[config.mk]
export PLATFORM = sky130hd
export DESIGN_NAME = load_store_unit
export DESIGN_NICKNAME = d
export VERILOG_FILES = /design/src/rtl/load_store_unit.sv
export SDC_FILE = /design/constraint.sdc
export NUM_CORES = 1
export LEC_CHECK = 0
export CORE_MARGIN = 8
export CORE_UTILIZATION = 41
export CTS_CLUSTER_SIZE = 8
export DETAILED_ROUTE_END_ITERATION = 10
export PLACE_DENSITY = 0.77
export SETUP_SLACK_MARGIN = 0.05
export SLEW_MARGIN = 25
export SYNTH_ARGS = -nofsm -noshare
export SYNTH_HDL_FRONTEND = slang
export SYNTH_SLANG_ARGS = --single-unit
[constraint.sdc]
create_clock -name clk -period 1.9 [get_ports clk]
set_input_delay 0.285 -clock clk [delete_from_list [all_inputs] [get_ports clk]]
set_output_delay 0.285 -clock clk [all_outputs]
set_load 0.01 [all_outputs]
[src/rtl/load_store_unit.sv]
// Data-memory load/store initiator: pipeline valid/ready in, variable-latency req/ack memory bus out.
// Handles alignment checking, byte-lane steering, load extension and the request timeout.
`ifndef DM_OP_BIT
`define DM_OP_BIT 3
`define DM_OP_WD  3'd0
`define DM_OP_UH  3'd1
`define DM_OP_SH  3'd2
`define DM_OP_UB  3'd3
`define DM_OP_SB  3'd4
`endif

module load_store_unit #(
  parameter int unsigned TIMEOUT_CYC = 255
) (
  input  logic                  clk,
  input  logic                  rst_n,
  input  logic                  req_valid,
  output logic                  req_ready,
  input  logic                  req_we,
  input  logic [`DM_OP_BIT-1:0] req_op,
  input  logic [31:0]           req_addr,
  input  logic [31:0]           req_wdata,
  output logic                  resp_valid,
  output logic                  resp_err,
  output logic [31:0]           resp_rdata,
  output logic                  busy,
  output logic                  mem_req,
  output logic                  mem_we,
  output logic [31:0]           mem_addr,
  output logic [3:0]            mem_be,
  output logic [31:0]           mem_wdata,
  input  logic                  mem_ack,
  input  logic [31:0]           mem_rdata
);

  typedef enum logic [1:0] {S_IDLE, S_ISSUE, S_RESP} state_t;

  localparam logic [7:0] TMO_LAST = 8'(TIMEOUT_CYC - 1);

  state_t                state_q;
  logic [7:0]            tmo_q;
  logic                  we_q;
  logic [`DM_OP_BIT-1:0] op_q;
  logic [1:0]            lane_q;

  logic                  req_ready_q, busy_q;
  logic                  mem_req_q, mem_we_q;
  logic [31:0]           mem_addr_q, mem_wdata_q;
  logic [3:0]            mem_be_q;
  logic                  resp_valid_q, resp_err_q;
  logic [31:0]           resp_rdata_q;

  logic                  legal_d;
  logic [3:0]            be_d;
  logic [31:0]           wdata_d;
  logic [15:0]           half_sel;
  logic [7:0]            byte_sel;
  logic [31:0]           load_d;

  // Request decode: legality, lane enables and replicated store data.
  always_comb begin
    legal_d = 1'b0;
    be_d    = 4'b0000;
    wdata_d = 32'h0;
    case (req_op)
      `DM_OP_WD: begin
        legal_d = (req_addr[1:0] == 2'b00);
        be_d    = 4'b1111;
        wdata_d = req_wdata;
      end
      `DM_OP_UH, `DM_OP_SH: begin
        legal_d = ~req_addr[0];
        be_d    = req_addr[1] ? 4'b1100 : 4'b0011;
        wdata_d = {2{req_wdata[15:0]}};
      end
      `DM_OP_UB, `DM_OP_SB: begin
        legal_d = 1'b1;
        be_d    = 4'b0001 << req_addr[1:0];
        wdata_d = {4{req_wdata[7:0]}};
      end
      default: legal_d = 1'b0;
    endcase
    if (!req_we) wdata_d = 32'h0;
  end

  always_comb begin
    half_sel = lane_q[1] ? mem_rdata[31:16] : mem_rdata[15:0];
    byte_sel = mem_rdata[{lane_q, 3'b000} +: 8];
    load_d   = 32'h0;
    case (op_q)
      `DM_OP_WD: load_d = mem_rdata;
      `DM_OP_UH: load_d = {16'h0, half_sel};
      `DM_OP_SH: load_d = {{16{half_sel[15]}}, half_sel};
      `DM_OP_UB: load_d = {24'h0, byte_sel};
      `DM_OP_SB: load_d = {{24{byte_sel[7]}}, byte_sel};
      default:   load_d = 32'h0;
    endcase
    if (we_q) load_d = 32'h0;
  end

  always_ff @(posedge clk or negedge rst_n) begin
    if (!rst_n) begin
      state_q      <= S_IDLE;
      tmo_q        <= 8'd0;
      we_q         <= 1'b0;
      op_q         <= '0;
      lane_q       <= 2'b00;
      req_ready_q  <= 1'b1;
      busy_q       <= 1'b0;
      mem_req_q    <= 1'b0;
      mem_we_q     <= 1'b0;
      mem_addr_q   <= 32'h0;
      mem_be_q     <= 4'b0000;
      mem_wdata_q  <= 32'h0;
      resp_valid_q <= 1'b0;
      resp_err_q   <= 1'b0;
      resp_rdata_q <= 32'h0;
    end else begin
      resp_valid_q <= 1'b0;
      resp_err_q   <= 1'b0;
      resp_rdata_q <= 32'h0;
      case (state_q)
        S_IDLE: begin
          if (req_valid) begin
            we_q        <= req_we;
            op_q        <= req_op;
            lane_q      <= req_addr[1:0];
            req_ready_q <= 1'b0;
            busy_q      <= 1'b1;
            if (legal_d) begin
              state_q     <= S_ISSUE;
              mem_req_q   <= 1'b1;
              mem_we_q    <= req_we;
              mem_addr_q  <= {req_addr[31:2], 2'b00};
              mem_be_q    <= be_d;
              mem_wdata_q <= wdata_d;
            end else begin
              state_q      <= S_RESP;
              resp_valid_q <= 1'b1;
              resp_err_q   <= 1'b1;
            end
          end
        end
        S_ISSUE: begin
          // An ack on the final timeout edge still completes the access cleanly.
          if (mem_ack || tmo_q == TMO_LAST) begin
            state_q      <= S_RESP;
            tmo_q        <= 8'd0;
            mem_req_q    <= 1'b0;
            mem_we_q     <= 1'b0;
            mem_addr_q   <= 32'h0;
            mem_be_q     <= 4'b0000;
            mem_wdata_q  <= 32'h0;
            resp_valid_q <= 1'b1;
            resp_err_q   <= ~mem_ack;
            resp_rdata_q <= mem_ack ? load_d : 32'h0;
          end else begin
            tmo_q <= tmo_q + 8'd1;
          end
        end
        S_RESP: begin
          state_q     <= S_IDLE;
          req_ready_q <= 1'b1;
          busy_q      <= 1'b0;
        end
        default: begin
          state_q     <= S_IDLE;
          req_ready_q <= 1'b1;
          busy_q      <= 1'b0;
        end
      endcase
    end
  end

  assign req_ready  = req_ready_q;
  assign busy       = busy_q;
  assign mem_req    = mem_req_q;
  assign mem_we     = mem_we_q;
  assign mem_addr   = mem_addr_q;
  assign mem_be     = mem_be_q;
  assign mem_wdata  = mem_wdata_q;
  assign resp_valid = resp_valid_q;
  assign resp_err   = resp_err_q;
  assign resp_rdata = resp_rdata_q;

endmodule

==> flow_summary_export.csv <==
group,metric,value,unit
timing,finalClockSkew,0.0129,ns
timing,fmaxAchievable,0.563,GHz
timing,finalCritPeriodShare,0.935,
timing,maxSlewHeadroom,0.617,
worst_setup_path,cpPeakStageDelay,0.55,ns
cells_and_area,multi_input_area,2490,µm²
grt,antenna_found_initial,0,
yosys,synth_warnings,0,
timing,rsz0062_at_grt,"no",
yosys,yosysUniqueCellTypes,48,
worst_setup_path,crit_fanout,2,
clocking,clk_pin_slew_worst_paths,0.06,ns
grt,grt_max_degree,44,
cells_and_area,finish.utilization,0.649,
cells_and_area,final-seq-area,3000,µm²
grt,overflow,0,
grt,grt_pass1_vias,5765,
floorplanning,fp.dieH,135,µm
pwr,p_comb_frac,0.339,
yosys,netlist_area,5790,µm²
cells_and_area,drive_gt1_frac,0.142,
worst_setup_path,r2r_end,"resp_rdata[1]$_DFF_PN0_",
clocking,post_cts_buffers,0,
pwr,p_leak,3.87,nW
yosys,synthArstFlopShare,1.00,
clocking,clkLatencyLatePin,0.41,ns
placement,gp_congestion,0.921,
worst_setup_path,worstPathCellList,"clkdlybuf4s50_1",
clocking,cts_sinks,120,
routing,drcViolationCount,0,
yosys,ys_seq_elements,120,
placement,numPortBuffers,207,
worst_setup_path,cp.required,1.62,ns
pwr,power_density,1150,nW/µm²
yosys,synth.area.top_cells,"dfrtp_1 (51%), a21oi_1 (6.6%), a22o_1 (5.1%)",
yosys,syn_area_per_cell,9.95,µm²
pwr,seqPwrFrac,0.345,
worst_setup_path,critPathTopFamily,"buffers and inverters",
timing,fin_crit,1.78,ns
cells_and_area,layout.nets,919,
worst_setup_path,rr_startpoint,"op_q[0]$_DFFE_PN0P_",
placement,place_hpwl,14500,µm
clocking,cts.path.max_buffers,2,
worst_setup_path,end_kind,"output port",
grt,use_met1,0.250,
yosys,ys.flop_type,"dfrtp_1",
cells_and_area,syn2layout_area_growth,54.9,%
worst_setup_path,path_depth,1,
grt,grt_busiest_layer,"met2",
routing,wl_per_cell,19.5,µm
yosys,synth_top_area_frac,0.514,
timing,maxSlewViolCount,0,
routing,ant_nets,0,
timing,worst_slew_pin_slew,0.575,ns
floorplanning,die_area,18200,µm²
timing,tns,0,ns
routing,drt_pass1_iterations,7,
run,cap_viol_max_count,0,
worst_setup_path,slowest_stage,"clkdlybuf4s50_1",
worst_setup_path,critPathKind,"reg2out",
floorplanning,die_w,135,µm
worst_setup_path,cp.arrival,1.49,ns
pwr,clkPwrFrac,0.317,
routing,num_vias,5580,
min_path,min_path_type,"in2async",
cells_and_area,nFillCells,1053,
worst_setup_path,critPathLaunchType,"flip-flop",
yosys,yosysTopAreaCell,"dfrtp_1",
cells_and_area,finalInstanceArea,8970,µm²
clocking,cts_made_buffers,17,
yosys,syn_inst,582,
grt,grt_use_total,0.213,
timing,hold_slack,0.439,ns
timing,finalSetupViolations,0,
pwr,power.switching,3.28,mW
routing,drt_iter0_markers,466,
routing,routed_wl,19600,µm
grt,grt_use_met3,0.0464,
floorplanning,core-area,13800,µm²
floorplanning,num_rows,43,
clocking,cts_max_level,4,
pwr,switching_share,0.318,
worst_setup_path,reg2reg_depth,6,
cells_and_area,antenna_cells,0,
worst_setup_path,crit_buf_inv,1,
run_status,status,"finished clean",
routing,vias_per_cell,5.55,
floorplanning,start_util,0.419,
timing,hold_viol,0,
grt,grt_pass1_wl,30900,µm
yosys,ys_seq_area_frac,0.519,
floorplanning,pin_count,210,
placement,dpl_cell_area,8340,µm²
clocking,cts_root_buf,"clkbuf_16",
pwr,peakVddDrop,573,µV
yosys,synth_edf_count,0,
clocking,cts_tree,"yes",
worst_setup_path,rrSetupSlack,0.17,ns
grt,use_met2,0.366,
pwr,intPower,7.02,mW
synthesized netlist by cell type (all sizes together) (2+ instances only):
cell type,number
a22oi,7
xor2,3
dfrtp,119
nand2,59
buf,25
nand3,39
a21oi,76
and2,2
a21o,4
o31ai,22
ha,2
nor2b,20
a22o,34
nand4,3
o22ai,20
nand2b,3
or2,3
clkbuf,26
and4,2
a222oi,7
mux2i,13
o21ai,23
or3,2
inv,15
mux2,19
nor3b,2
nor2,19
routing by layer:
metal,up-vias,part of all wire
li1,2582,-
met1,2676,0.39
met2,280,0.51
met3,42,0.072
met4,0,0.028
met5,-,0
how the worst max path moves through the flow:
| stage | slack (ns) | end | start |
|---|---|---|---|
| floorplan | 0.11 | mem_wdata[8]$_DFFE_PN0P_ | req_op[0] |
| global placement | -0.1 | mem_be[3]$_DFFE_PN0P_ | req_op[1] |
| detailed placement | -0.23 | mem_wdata[18]$_DFFE_PN0P_ | req_op[1] |
| CTS | 0.07 | resp_rdata[30]$_DFF_PN0_ | lane_q[1]$_DFFE_PN0P_ |
| global route | 0.05 | mem_wdata[17]$_DFFE_PN0P_ | tmo_q[1]$_DFFE_PN0P_ |
| finish | 0.12 | req_ready | req_ready$_DFFE_PN1P_ |
state kept, by name (all words and copies together) (netlist names):
name / count
op_q: 3
mem_addr: 30
resp_valid: 1
mem_we: 1
req_ready: 1
we_q: 1
state_q: 2
mem_req: 1
tmo_q: 8
resp_rdata: 32
busy: 1
lane_q: 2
mem_wdata: 32
mem_be: 4
resp_err: 1
cell type report:
class                           count  area share
Clock buffer                       18      0.0490
Sequential cell                   120       0.335
Inverter                           15     0.00628
Multi-Input combinational cell    397       0.278
Timing Repair Buffer              262       0.288
Tap cell                          180      0.0251
Clock inverter                     14      0.0183
power groups by stage:
stage | Combinational [mW] | Clock (mW) | Sequential [mW]
final | 3.49 | 3.26 | 3.55
after global routing | 3.74 | 3.45 | 3.62
after CTS | 3.49 | 3.32 | 3.54
after detailed placement | 3.45 | 0 | 3.57
after global placement | 3.39 | 0 | 3.55
after floorplan | 1.45 | 0 | 3.69
through the flow:
step / std cells / total power, mW / worst slack (ns)
6_report: 1006 / 10.3 / 0.124
5_1_grt: 1006 / 10.8 / 0.0543
4_1_cts: 1006 / 10.3 / 0.0708
3_5_place_dp: 973 / 7.02 / -0.229
3_3_place_gp: 973 / 6.94 / -0.0970
2_1_floorplan: 583 / 5.14 / 0.109
worst reg2reg max path: stages (launching register included):
cell and delay (ns):
dfrtp_1 0.56, nor2_1 0.17, mux2i_1 0.19, o22ai_1 0.11, buf_4 0.18, a222oi_1 0.32
nor2_1 0.08
logic make-up (layout without fill, tap and decap cells):
logic type | Yosys count | in the layout | share of synthesized area
AO/OA/AOI/OAI | 200 | 200 | 0.224
AND/OR/NAND/NOR | 157 | 157 | 0.132
flip-flops | 120 | 120 | 0.519
buffers and inverters | 66 | 309 | 0.0540
multiplexers | 32 | 32 | 0.0594
XOR/XNOR | 4 | 4 | 0.00605
adder cells (fa/ha/maj) | 2 | 2 | 0.00432
other | 1 | 2 | 0.000648
placed cells by master (no fill, tap or decap), drive strengths merged, types with 22 or more instances in the layout:
cell,Yosys,routed
clkdlybuf4s50,0,206
dfrtp,119,119
a21oi,76,76
nand2,59,59
buf,25,55
nand3,39,39
a22o,34,34
o21ai,23,23
o31ai,22,22
inv,15,22
what timing repair did:
| item | CTS | global route |
|---|---|---|
| hold buffers | 1 | 0 |
| hold endpoints to repair | 39 | 0 |
| gates resized for setup | 0 | 5 |
| setup endpoints to repair | 0 | 40 |
(Power assumes the default switching activity.)
